File: config.mk
export PLATFORM = sky130hd
export DESIGN_NAME = irq_controller
export DESIGN_NICKNAME = d
export VERILOG_FILES = /design/src/rtl/irq_controller.sv
export SDC_FILE = /design/constraint.sdc
export NUM_CORES = 1
export LEC_CHECK = 0
export CORE_MARGIN = 1.5
export CORE_UTILIZATION = 49
export DETAILED_ROUTE_END_ITERATION = 12
export GPL_TIMING_DRIVEN = 0
export PLACE_DENSITY_LB_ADDON = 0.25
export SETUP_SLACK_MARGIN = 0.2
export SYNTH_ARGS = -nofsm -noshare
export SYNTH_HDL_FRONTEND = slang
export SYNTH_SLANG_ARGS = --single-unit
File: constraint.sdc
create_clock -name clk -period 2.6 [get_ports clk]
set_input_delay 0.26 -clock clk [delete_from_list [all_inputs] [get_ports clk]]
set_output_delay 0.26 -clock clk [all_outputs]
set_load 0.01 [all_outputs]
File: src/rtl/irq_controller.sv
// irq_controller: synchronises CHANNELS asynchronous interrupt sources, latches
// pending/overrun state per channel and presents one fixed-priority request at a
// time to the CPU over a req/ack handshake.

module irq_controller #(
  parameter int unsigned            CHANNELS    = 8,
  parameter int unsigned            SYNC_STAGES = 2,
  parameter logic [CHANNELS-1:0]    EDGE_SEL    = {CHANNELS{1'b1}},
  localparam int unsigned           IDW         = (CHANNELS > 1) ? $clog2(CHANNELS) : 1
) (
  input  logic                clk,
  input  logic                nreset,
  input  logic [CHANNELS-1:0] irq_in,
  input  logic                mask_we,
  input  logic [CHANNELS-1:0] mask_d,
  output logic [CHANNELS-1:0] mask_q,
  output logic [CHANNELS-1:0] pending_q,
  input  logic                ovr_clr_we,
  input  logic [CHANNELS-1:0] ovr_clr_d,
  output logic [CHANNELS-1:0] ovr_q,
  output logic                int_req,
  output logic [IDW-1:0]      int_id,
  input  logic                int_ack
);

  // Elaboration-time guard on the legal parameter ranges.
  if (CHANNELS < 1 || CHANNELS > 32) begin : g_bad_channels
    $error("irq_controller: CHANNELS must be in 1..32");
  end
  if (SYNC_STAGES < 2 || SYNC_STAGES > 4) begin : g_bad_sync
    $error("irq_controller: SYNC_STAGES must be in 2..4");
  end

  typedef enum logic [1:0] {
    StIdle = 2'd0,
    StReq  = 2'd1,
    StGap  = 2'd2
  } state_e;

  // Synchroniser chain, stage 0 samples the raw asynchronous inputs.
  logic [CHANNELS-1:0] r_sync [SYNC_STAGES];
  logic [CHANNELS-1:0] r_s_prev;
  logic [CHANNELS-1:0] w_s;

  logic [CHANNELS-1:0] r_mask;
  logic [CHANNELS-1:0] r_pending;
  logic [CHANNELS-1:0] r_ovr;

  logic [CHANNELS-1:0] w_set;
  logic [CHANNELS-1:0] w_clr;
  logic [CHANNELS-1:0] w_cand;
  logic [CHANNELS-1:0] w_pending_nxt;
  logic [CHANNELS-1:0] w_ovr_set;
  logic [CHANNELS-1:0] w_ovr_clr;
  logic [CHANNELS-1:0] w_ovr_nxt;

  logic [IDW-1:0]      w_win;
  logic                w_ack_accept;

  state_e              r_state;
  state_e              w_state_nxt;
  logic                r_int_req;
  logic                w_int_req_nxt;
  logic [IDW-1:0]      r_int_id;
  logic [IDW-1:0]      w_int_id_nxt;

  // Shift raw sources through the synchroniser; reset clears every stage so a
  // source high at reset release is seen as a fresh edge.
  always_ff @(posedge clk or negedge nreset) begin
    if (!nreset) begin
      for (int k = 0; k < SYNC_STAGES; k++) begin
        r_sync[k] <= '0;
      end
    end else begin
      r_sync[0] <= irq_in;
      for (int k = 1; k < SYNC_STAGES; k++) begin
        r_sync[k] <= r_sync[k-1];
      end
    end
  end

  assign w_s = r_sync[SYNC_STAGES-1];

  // Hold the previous synchronised value for edge detection.
  always_ff @(posedge clk or negedge nreset) begin
    if (!nreset) begin
      r_s_prev <= '0;
    end else begin
      r_s_prev <= w_s;
    end
  end

  // Edge channels fire on a 0->1 transition, level channels whenever high.
  assign w_set = w_s & ~(r_s_prev & EDGE_SEL);

  // Decode the accepted acknowledge into a per-channel pending clear.
  always_comb begin
    w_clr = '0;
    for (int i = 0; i < CHANNELS; i++) begin
      w_clr[i] = w_ack_accept && (r_int_id == IDW'(i));
    end
  end

  // Pending and overrun next-state; a coincident set always beats a clear.
  always_comb begin
    w_pending_nxt = (r_pending & ~w_clr) | w_set;
    w_ovr_set     = w_set & EDGE_SEL & r_pending & ~w_clr;
    w_ovr_clr     = ovr_clr_we ? ovr_clr_d : '0;
    w_ovr_nxt     = (r_ovr & ~w_ovr_clr) | w_ovr_set;
  end

  // Mask, pending and overrun registers.
  always_ff @(posedge clk or negedge nreset) begin
    if (!nreset) begin
      r_mask    <= '0;
      r_pending <= '0;
      r_ovr     <= '0;
    end else begin
      if (mask_we) begin
        r_mask <= mask_d;
      end
      r_pending <= w_pending_nxt;
      r_ovr     <= w_ovr_nxt;
    end
  end

  // Fixed-priority select: lowest enabled pending index wins.
  always_comb begin
    w_cand = r_pending & r_mask;
    w_win  = '0;
    for (int i = CHANNELS - 1; i >= 0; i--) begin
      if (w_cand[i]) begin
        w_win = IDW'(i);
      end
    end
  end

  // FSM and registered request outputs.
  always_ff @(posedge clk or negedge nreset) begin
    if (!nreset) begin
      r_state   <= StIdle;
      r_int_req <= 1'b0;
      r_int_id  <= '0;
    end else begin
      r_state   <= w_state_nxt;
      r_int_req <= w_int_req_nxt;
      r_int_id  <= w_int_id_nxt;
    end
  end

  // Next-state: request is frozen while in StReq; StGap forces one low cycle.
  always_comb begin
    w_state_nxt   = r_state;
    w_int_req_nxt = r_int_req;
    w_int_id_nxt  = r_int_id;
    w_ack_accept  = 1'b0;
    unique case (r_state)
      StIdle: begin
        if (|w_cand) begin
          w_int_req_nxt = 1'b1;
          w_int_id_nxt  = w_win;
          w_state_nxt   = StReq;
        end
      end
      StReq: begin
        if (int_ack) begin
          w_ack_accept  = 1'b1;
          w_int_req_nxt = 1'b0;
          w_state_nxt   = StGap;
        end
      end
      StGap: begin
        w_state_nxt = StIdle;
      end
      default: begin
        w_int_req_nxt = 1'b0;
        w_state_nxt   = StIdle;
      end
    endcase
  end

  assign mask_q    = r_mask;
  assign pending_q = r_pending;
  assign ovr_q     = r_ovr;
  assign int_req   = r_int_req;
  assign int_id    = r_int_id;

endmodule

== Word level (Yosys, flattened, before mapping) ==
Index checks and enable logic that the tools add are counted.

* Output and inout bits: 28
* Register bits: 54
* Logic and storage cells: 63

* Reduce and logical (&&, ||, !) cells: 14
* Bitwise operators: 12
* Muxes and demuxes: 17
* Equal/unequal tests: 11

{| class="wikitable"
|+ Operators with widths
! operator !! number
|-
| 8-bit AND || 6
|-
| 3-bit 2-to-1 mux || 8
|-
| 8-bit inverter || 3
|-
| 8-bit bitwise OR || 2
|-
| 3-bit equality test (second input constant) || 4
|-
| 1-bit logical AND || 8
|-
| 8-bit 2-to-1 mux || 1
|-
| 8-bit OR reduction || 1
|-
| 3-bit by 2-bit equality test with 1-bit output (second input constant) || 2
|-
| 1-bit 2-to-1 mux || 4
|-
| 2-bit 2-to-1 mux || 2
|-
| 2-bit inequality test (second input constant) || 2
|-
| 2-bit one-hot mux with 2 select lines || 1
|-
| 2-bit AND reduction || 2
|-
| 3-bit by 1-bit equality test with 1-bit output (second input constant) || 1
|-
| 3-bit logical NOT || 1
|-
| 1-bit one-hot mux with 3 select lines || 1
|-
| 3-bit AND reduction || 1
|-
| 2-bit by 1-bit equality test with 1-bit output (second input constant) || 1
|-
| 2-bit equality test (second input constant) || 1
|-
| 2-bit logical NOT || 1
|-
| 1-bit inverter || 1
|}

== Longest topological paths before layout ==
Gate-level depths: netlist of run 1.

* Depth after elaboration: 9
* Gate-level depth with buffers: 4
* Depth with buffers taken out: 4

== Worst setup path after synthesis of run 1 ==
Ideal clock, no wire load.

* Kind: register to register
* Start: register r_mask[2], in the netlist mask_q[2]
* End: register r_state[0]
* Clock period less this slack: 1.315 ns
* Stages on the path, launching flop included: 5
* Arrival: 1.191 ns
* Library setup time: 0.124 ns
* Path slack: 1.285 ns
* Path buffers: 0
* Cells stage by stage: dfrtp_1 > a22oi_4 > nand4_2 > o21a_1 > or2_1

* Cells in the longest elaborated chain, start to end: 4

{| class="wikitable"
|+ RTL lines
! what !! RTL line !! RTL
|-
| from (decl) || 45 || <nowiki>logic [CHANNELS-1:0] r_mask;</nowiki>
|-
| from (signal assigned) || 120 || <nowiki>r_mask <= mask_d;</nowiki>
|-
| 8-bit AND || 129 || <nowiki>w_cand = r_pending & r_mask;</nowiki>
|-
| 8-bit OR reduction || 159 || <nowiki>if (|w_cand) begin</nowiki>
|-
| 2-bit inequality test (no line) || -- ||
|-
| 2-bit AND reduction (no line) || -- ||
|-
| to (signal assigned) || 141 || <nowiki>r_state <= StIdle;</nowiki>
|-
| to (signal assigned) || 145 || <nowiki>r_state <= w_state_nxt;</nowiki>
|-
| to (decl) || 60 || <nowiki>state_e r_state;</nowiki>
|}

No other way between the ends.
A chain may end at the register's enable or synchronous reset.

== Worst setup path in the final report of run 1 ==
* Start: register r_int_id[1], in the netlist int_id[1]
* End: output int_id[1]

{| class="wikitable"
|+ RTL lines
! what !! RTL line !! RTL
|-
| from (decl) || 64 || <nowiki>logic [IDW-1:0] r_int_id;</nowiki>
|-
| from (signal assigned) || 147 || <nowiki>r_int_id <= w_int_id_nxt;</nowiki>
|-
| to (decl) || 22 || <nowiki>output logic [IDW-1:0] int_id,</nowiki>
|}

No word-level cell between the ends.

==> flow_summary_export.csv, run 1 <==
group,metric,value,unit
timing,final-max-slew-violation-count,0,
global_route,grt_pass1_wl,6.527,mm
clock_network,post_cts_buffers,0,
die,die-area,4277,sq um
worst_setup_path,r2r-end,"r_state[0]$_DFFE_PN0P_",
logic_synthesis,synth_top_area_share,70.82,%
detailed_routing,via_count,1328,
logic_synthesis,avgSynthCellArea,12.81,sq um
placement,dp_hpwl,2.875,mm
worst_setup_path,worst-setup-path-type,"flop to output port",
clock_network,cts-root-buf,"clkbuf_8",
logic_synthesis,synth_area_leaders,"dfrtp_1, nand2_1, mux2_2",
logic_synthesis,netlist_area,1908,sq um
detailed_routing,drtPass1Iterations,4,
worst_setup_path,r2r_cells,4,
worst_setup_path,cp_slowest_cell,"clkdlybuf4s50_1",
global_route,grt_overflow_total,0,
timing,tightest_slew,0.4173,ns
timing,finClkSkew,0.008536,ns
power_and_ir_drop,power_density,847.9,nW/um^2
clock_network,clk_path_buf_depth,2,
detailed_routing,drc,0,
clock_network,clock_latency,0.31,ns
worst_setup_path,cp.arrival,1.37,ns
worst_setup_path,path_depth,1,
worst_setup_path,worstReg2RegStart,"mask_q[5]$_DFFE_PN0P_",
logic_synthesis,synth_edf_count,0,
timing,setup_violations,0,
detailed_routing,drt_iter0_drc,54,
finish,final_util,71.27,%
logic_synthesis,syn-num-nets,178,
clock_network,clock_sinks,54,
timing,fin_crit_sh,62.76,%
global_route,grt_max_degree,40,
timing,grt_setup_unrepaired,"false",
logic_synthesis,yosysSeqAreaShare,70.82,%
finish,antenna-diode-count,0,
finish,multi_input_area,538.0,sq um
worst_setup_path,crit_family,"buffers and inverters",
clock_network,clk_pin_slew,0.09,ns
timing,hold_viol,0,
detailed_routing,wire_per_inst,14.61,um
placement,place.gp.congestion,0.8773,
power_and_ir_drop,power.leakage,1.109,nW
timing,max_freq,612.9,MHz
power_and_ir_drop,finalPower,2.229,mW
logic_synthesis,synth_top_area_cell,"dfrtp_1",
global_route,antenna_found_initial,0,
logic_synthesis,synth_flop_cell,"dfrtp_1",
logic_synthesis,ys_types,26,
worst_setup_path,start_kind,"flop",
power_and_ir_drop,ir_worst_vdd,503.9,uV
worst_setup_path,critical_path_required,2.34,ns
die,ios,57,
min_path,hp-start,"r_sync[10]$_DFF_PN0_",
finish,layout_common_cells,"dfrtp_1, clkdlybuf4s50_1, nand2_1",
finish,final_common_cell,"dfrtp_1",
clock_network,cts_tree,"built",
timing,fin_crit,1.632,ns
die,core,3689,sq um
timing,relSlewSlack,72.18,%
logic_synthesis,ys_ff_latch,54,
logic_synthesis,synthArstFlopShare,100.0,%
global_route,grt_pass1_vias,1438,
finish,fin_nets,241,
die,std_cell_rows,22,
worst_setup_path,critical_path_buf_inv_count,1,
min_path,hold_path.class,"flop to flop",
finish,drive_above_1_share,10.33,%
die,die_h,65.40,um
finish,n_fill_cell,267,
detailed_routing,detail-route-antenna-nets,0,
placement,numPortBuffers,54,
logic_synthesis,synth_warnings,0,
global_route,grt_usage,20.72,%
worst_setup_path,critPathMaxFanout,7,
clock_network,cts_max_level,2,
worst_setup_path,endpoint_kind,"output port",
worst_setup_path,cpPeakStageDelay,0.59,ns
worst_setup_path,path_cells,"clkdlybuf4s50_1",
finish,area_delta_synth_final,37.77,%
min_path,whs_endpoint,"w_s[2]$_DFF_PN0_",
logic_synthesis,postSynthCellCount,149,
clock_network,numCtsBuffers,5,
finish,register_area,1351,sq um
run,max_cap_violations,0,
detailed_routing,viasPerCell,5.088,
worst_setup_path,worst-r2r-setup-slack,1.18,ns
detailed_routing,detail_route.wirelength,3.814,mm
die,start_util,51.73,%
die,fp.dieW,65.40,um
run_status,outcome,"finished, final reports clean",
min_path,hold_path_depth,0,
-- through the flow --
stage	setup TNS, ns	hold slack, ns	instances	area [sq um]	setup slack (ns)
6_report	0	0.3459	261	2629	0.9684
4_1_cts	0	0.3524	261	2629	0.9701
2_1_floorplan	0	-0.03559	149	1908	1.285
3_5_place_dp	0	0.1964	252	2524	0.9241
5_1_grt	0	0.3635	261	2629	0.9488
3_3_place_gp	-9.348	0.3322	251	2509	-0.1751
-- synth_stat cells, drive strengths merged, types with 2 or more instances --
library cell and instances:
a21oi 4, a22oi 3, clkbuf 2, dfrtp 54
inv 3, mux2 8, nand2 33, nand2b 10
o21ai 16, o31ai 2
-- what timing repair did --
action,in CTS,in global routing
hold endpoints to repair,15,0
hold buffers,1,0
gates resized for setup,0,0
-- kinds of logic (layout without fill, tap and decap cells) --
group,count (synthesis),after routing,synth area share [%]
DFF,54,54,70.82
AOI/OAI and AO/OA,32,32,11.08
buffers and inverters,5,69,0.9837
and+or+nand+nor,50,50,12.39
muxes,8,8,4.722
-- worst register-to-register path, delay by kind of cell (launching register included) --
| kind | cells | cell delay, ns |
|---|---|---|
| compound gates | 2 | 0.49 |
| flops | 1 | 0.43 |
| simple gates | 2 | 0.39 |
-- layer usage --
layer	global-route usage, %	vias to the layer above	share of wire, %
met5	0	-	0
met4	9.115	0	1.2
met3	6.164	6	6.4
met2	34.31	42	50
met1	25.21	645	42
li1	-	635	-
-- where the power goes --
part           switching, mW  total, mW  internal (mW)
combinational          0.284      0.632          0.348
sequential             0.134       1.12          0.981
clock                  0.261      0.482          0.220
total                  0.679       2.23           1.55
-- worst max path at each step --
stage	to	startpoint	slack, ns
6_report	int_id[1]	int_id[1]$_DFFE_PN0P_	0.97
3_5_place_dp	ovr_q[0]$_DFF_PN0_	int_ack	0.92
5_1_grt	int_id[1]	int_id[1]$_DFFE_PN0P_	0.95
4_1_cts	int_id[1]	int_id[1]$_DFFE_PN0P_	0.97
3_3_place_gp	r_sync[11]$_DFF_PN0_	nreset	-0.18
2_1_floorplan	r_state[0]$_DFFE_PN0P_	mask_q[2]$_DFFE_PN0P_	1.28
-- sequential cells by signal, summed over array words and instances, names as in the netlist --
register and cells:
mask_q 8, ovr_q 8, w_s 8, r_s_prev 8, int_id 3, int_req 1
r_state 2, r_sync 8, pending_q 8
-- layout make-up --
cell class                 count  share of cell area, %
clock inverter                 1                 0.3332
timing repair buffer          56                  21.51
clock buffer                   7                  3.284
inverter                       3                 0.4284
sequential                    54                  51.40
buffer                         2                 0.2856
tap                           48                  2.285
multi-input combinational     90                  20.47
Note: power is estimated with default switching activity, not from simulation.
==> run 2: changes to the inputs <==
- CORE_UTILIZATION: 49 -> 46
- clock period: 2.6 -> 1.7 ns (I/O delays scaled with it)
==> run 2 against run 1 <==
Clock skew is 0.0056 ns lower. Flip-flop and latch count stayed put. Via count is 2.9% higher. Hold slack worse by 0.054 ns. Total power is 61% higher. Largest cell class unchanged. Highest routed layer unchanged.
==> flow_summary_export.csv, run 2 (same netlist as run 1, synthesis figures left out) <==
group,metric,value,unit
run_status,outcome,"finished, final reports clean",
timing,hold_viol,0,
placement,dpl-instance-area,2526,sq um
detailed_routing,viasPerCell,5.097,
global_route,antenna_found_initial,0,
worst_setup_path,path_cells,"clkdlybuf4s50_1",
min_path,hp-start,"irq_in[0]",
clock_network,clock_sinks,54,
die,start_util,47.70,%
detailed_routing,drt_iter0_drc,35,
detailed_routing,drtPass1Iterations,4,
finish,area_delta_synth_final,41.57,%
clock_network,clock_latency,0.30,ns
power_and_ir_drop,finalPower,3.585,mW
worst_setup_path,critPathLaunch,"pending_q[4]$_DFF_PN0_",
min_path,whs_endpoint,"r_sync[8]$_DFF_PN0_",
detailed_routing,wire_per_inst,14.79,um
power_and_ir_drop,power.leakage,1.142,nW
worst_setup_path,start_kind,"flop",
clock_network,cts-root-buf,"clkbuf_8",
finish,finalNonFillerCells,268,
min_path,hold_path.class,"primary input to flop",
clock_network,numCtsBuffers,5,
die,die_h,67.41,um
worst_setup_path,crit_family,"buffers and inverters",
placement,dp_hpwl,2.960,mm
die,ios,57,
power_and_ir_drop,power_density,1327,nW/um^2
die,die-area,4543,sq um
finish,n_fill_cell,296,
timing,setup_violations,0,
placement,dp_slack,0.04155,ns
die,std_cell_rows,23,
clock_network,clk_pin_slew,0.09,ns
worst_setup_path,cp_slowest_cell,"clkdlybuf4s50_1",
detailed_routing,detail-route-antenna-nets,0,
global_route,grt_pass1_wl,6.368,mm
global_route,grt_usage,19.49,%
global_route,grt_pass1_vias,1434,
worst_setup_path,r2r-end,"r_state[0]$_DFFE_PN0P_",
finish,final_util,67.53,%
timing,fin_crit_sh,87.07,%
worst_setup_path,worstReg2RegStart,"mask_q[2]$_DFFE_PN0P_",
worst_setup_path,cp.arrival,1.31,ns
clock_network,cts_tree,"built",
timing,finalSetupTns,0,ns
detailed_routing,drc,0,
worst_setup_path,critical_path_buf_inv_count,1,
worst_setup_path,critPathMaxFanout,4,
finish,fin_nets,246,
global_route,grt_overflow_total,0,
timing,finClkSkew,0.002888,ns
global_route,grt_max_degree,41,
timing,max_freq,675.6,MHz
worst_setup_path,worst-r2r-setup-slack,0.30,ns
run,max_cap_violations,0,
detailed_routing,via_count,1366,
placement,place.gp.congestion,0.8883,
timing,fin_crit,1.480,ns
power_and_ir_drop,ir_worst_vdd,724.3,uV
timing,hold_slack,0.2918,ns
die,core,4000,sq um
worst_setup_path,endpoint_kind,"output port",
finish,antenna-diode-count,0,
finish,layout_common_cells,"clkdlybuf4s50_1, dfrtp_1, nand2_1",
worst_setup_path,cpPeakStageDelay,0.57,ns
detailed_routing,detail_route.wirelength,3.965,mm
worst_setup_path,worst-setup-path-type,"flop to output port",
timing,relSlewSlack,72.63,%
clock_network,clk_path_buf_depth,2,
die,fp.dieW,67.41,um
placement,numPortBuffers,54,
min_path,hold_path_depth,1,
finish,drive_above_1_share,14.68,%
finish,stdcell_area,2701,sq um
timing,final-max-slew-violation-count,0,
timing,fin_ws,0.2199,ns
placement,dp_cells,254,
clock_network,cts_max_level,2,
worst_setup_path,critical_path_required,1.53,ns
timing,tightest_slew,0.4091,ns
worst_setup_path,r2r_cells,4,
timing,grt_setup_unrepaired,"true",
## run 2: cell type report
class                      instances  area (sq um)  area share, %
clock inverter                     2         37.54          1.390
inverter                           3         11.26         0.4169
clock buffer                       6         72.57          2.686
tap                               50         62.56          2.316
sequential                        54          1356          50.21
multi-input combinational         90         543.0          20.10
timing repair buffer              61         610.6          22.60
buffer                             2         7.507         0.2779
## run 2: routing by layer
metal | routed length [um] | track usage [%]
met1 | 1595 | 22.36
met2 | 2139 | 34.78
met3 | 191 | 5.500
met4 | 39 | 6.888
met5 | 0 | 0
## run 2: worst max-delay path by stage
stage,to,slack [ns],cells past startpoint
floorplan,r_state[0]$_DFFE_PN0P_,0.38,4
global placement,r_sync[14]$_DFF_PN0_,-0.97,1
detailed placement,ovr_q[4]$_DFF_PN0_,0.04,5
CTS,mask_q[3],0.20,1
global route,pending_q[4],0.18,1
finish,pending_q[4],0.22,1
## run 2: power by group
group	leakage, nW	internal [mW]	switching, mW
logic	0.485	0.571	0.474
registers	0.606	1.51	0.196
clock network	0.0514	0.439	0.398
total	1.14	2.52	1.07
## run 2: repair_timing
item / 4_1_cts / 5_1_grt
buffers inserted: 3 / 2
endpoints found under the hold margin: 14 / 0
hold buffers: 1 / 0
resized for setup: 2 / 7
setup endpoints to repair: 5 / 9
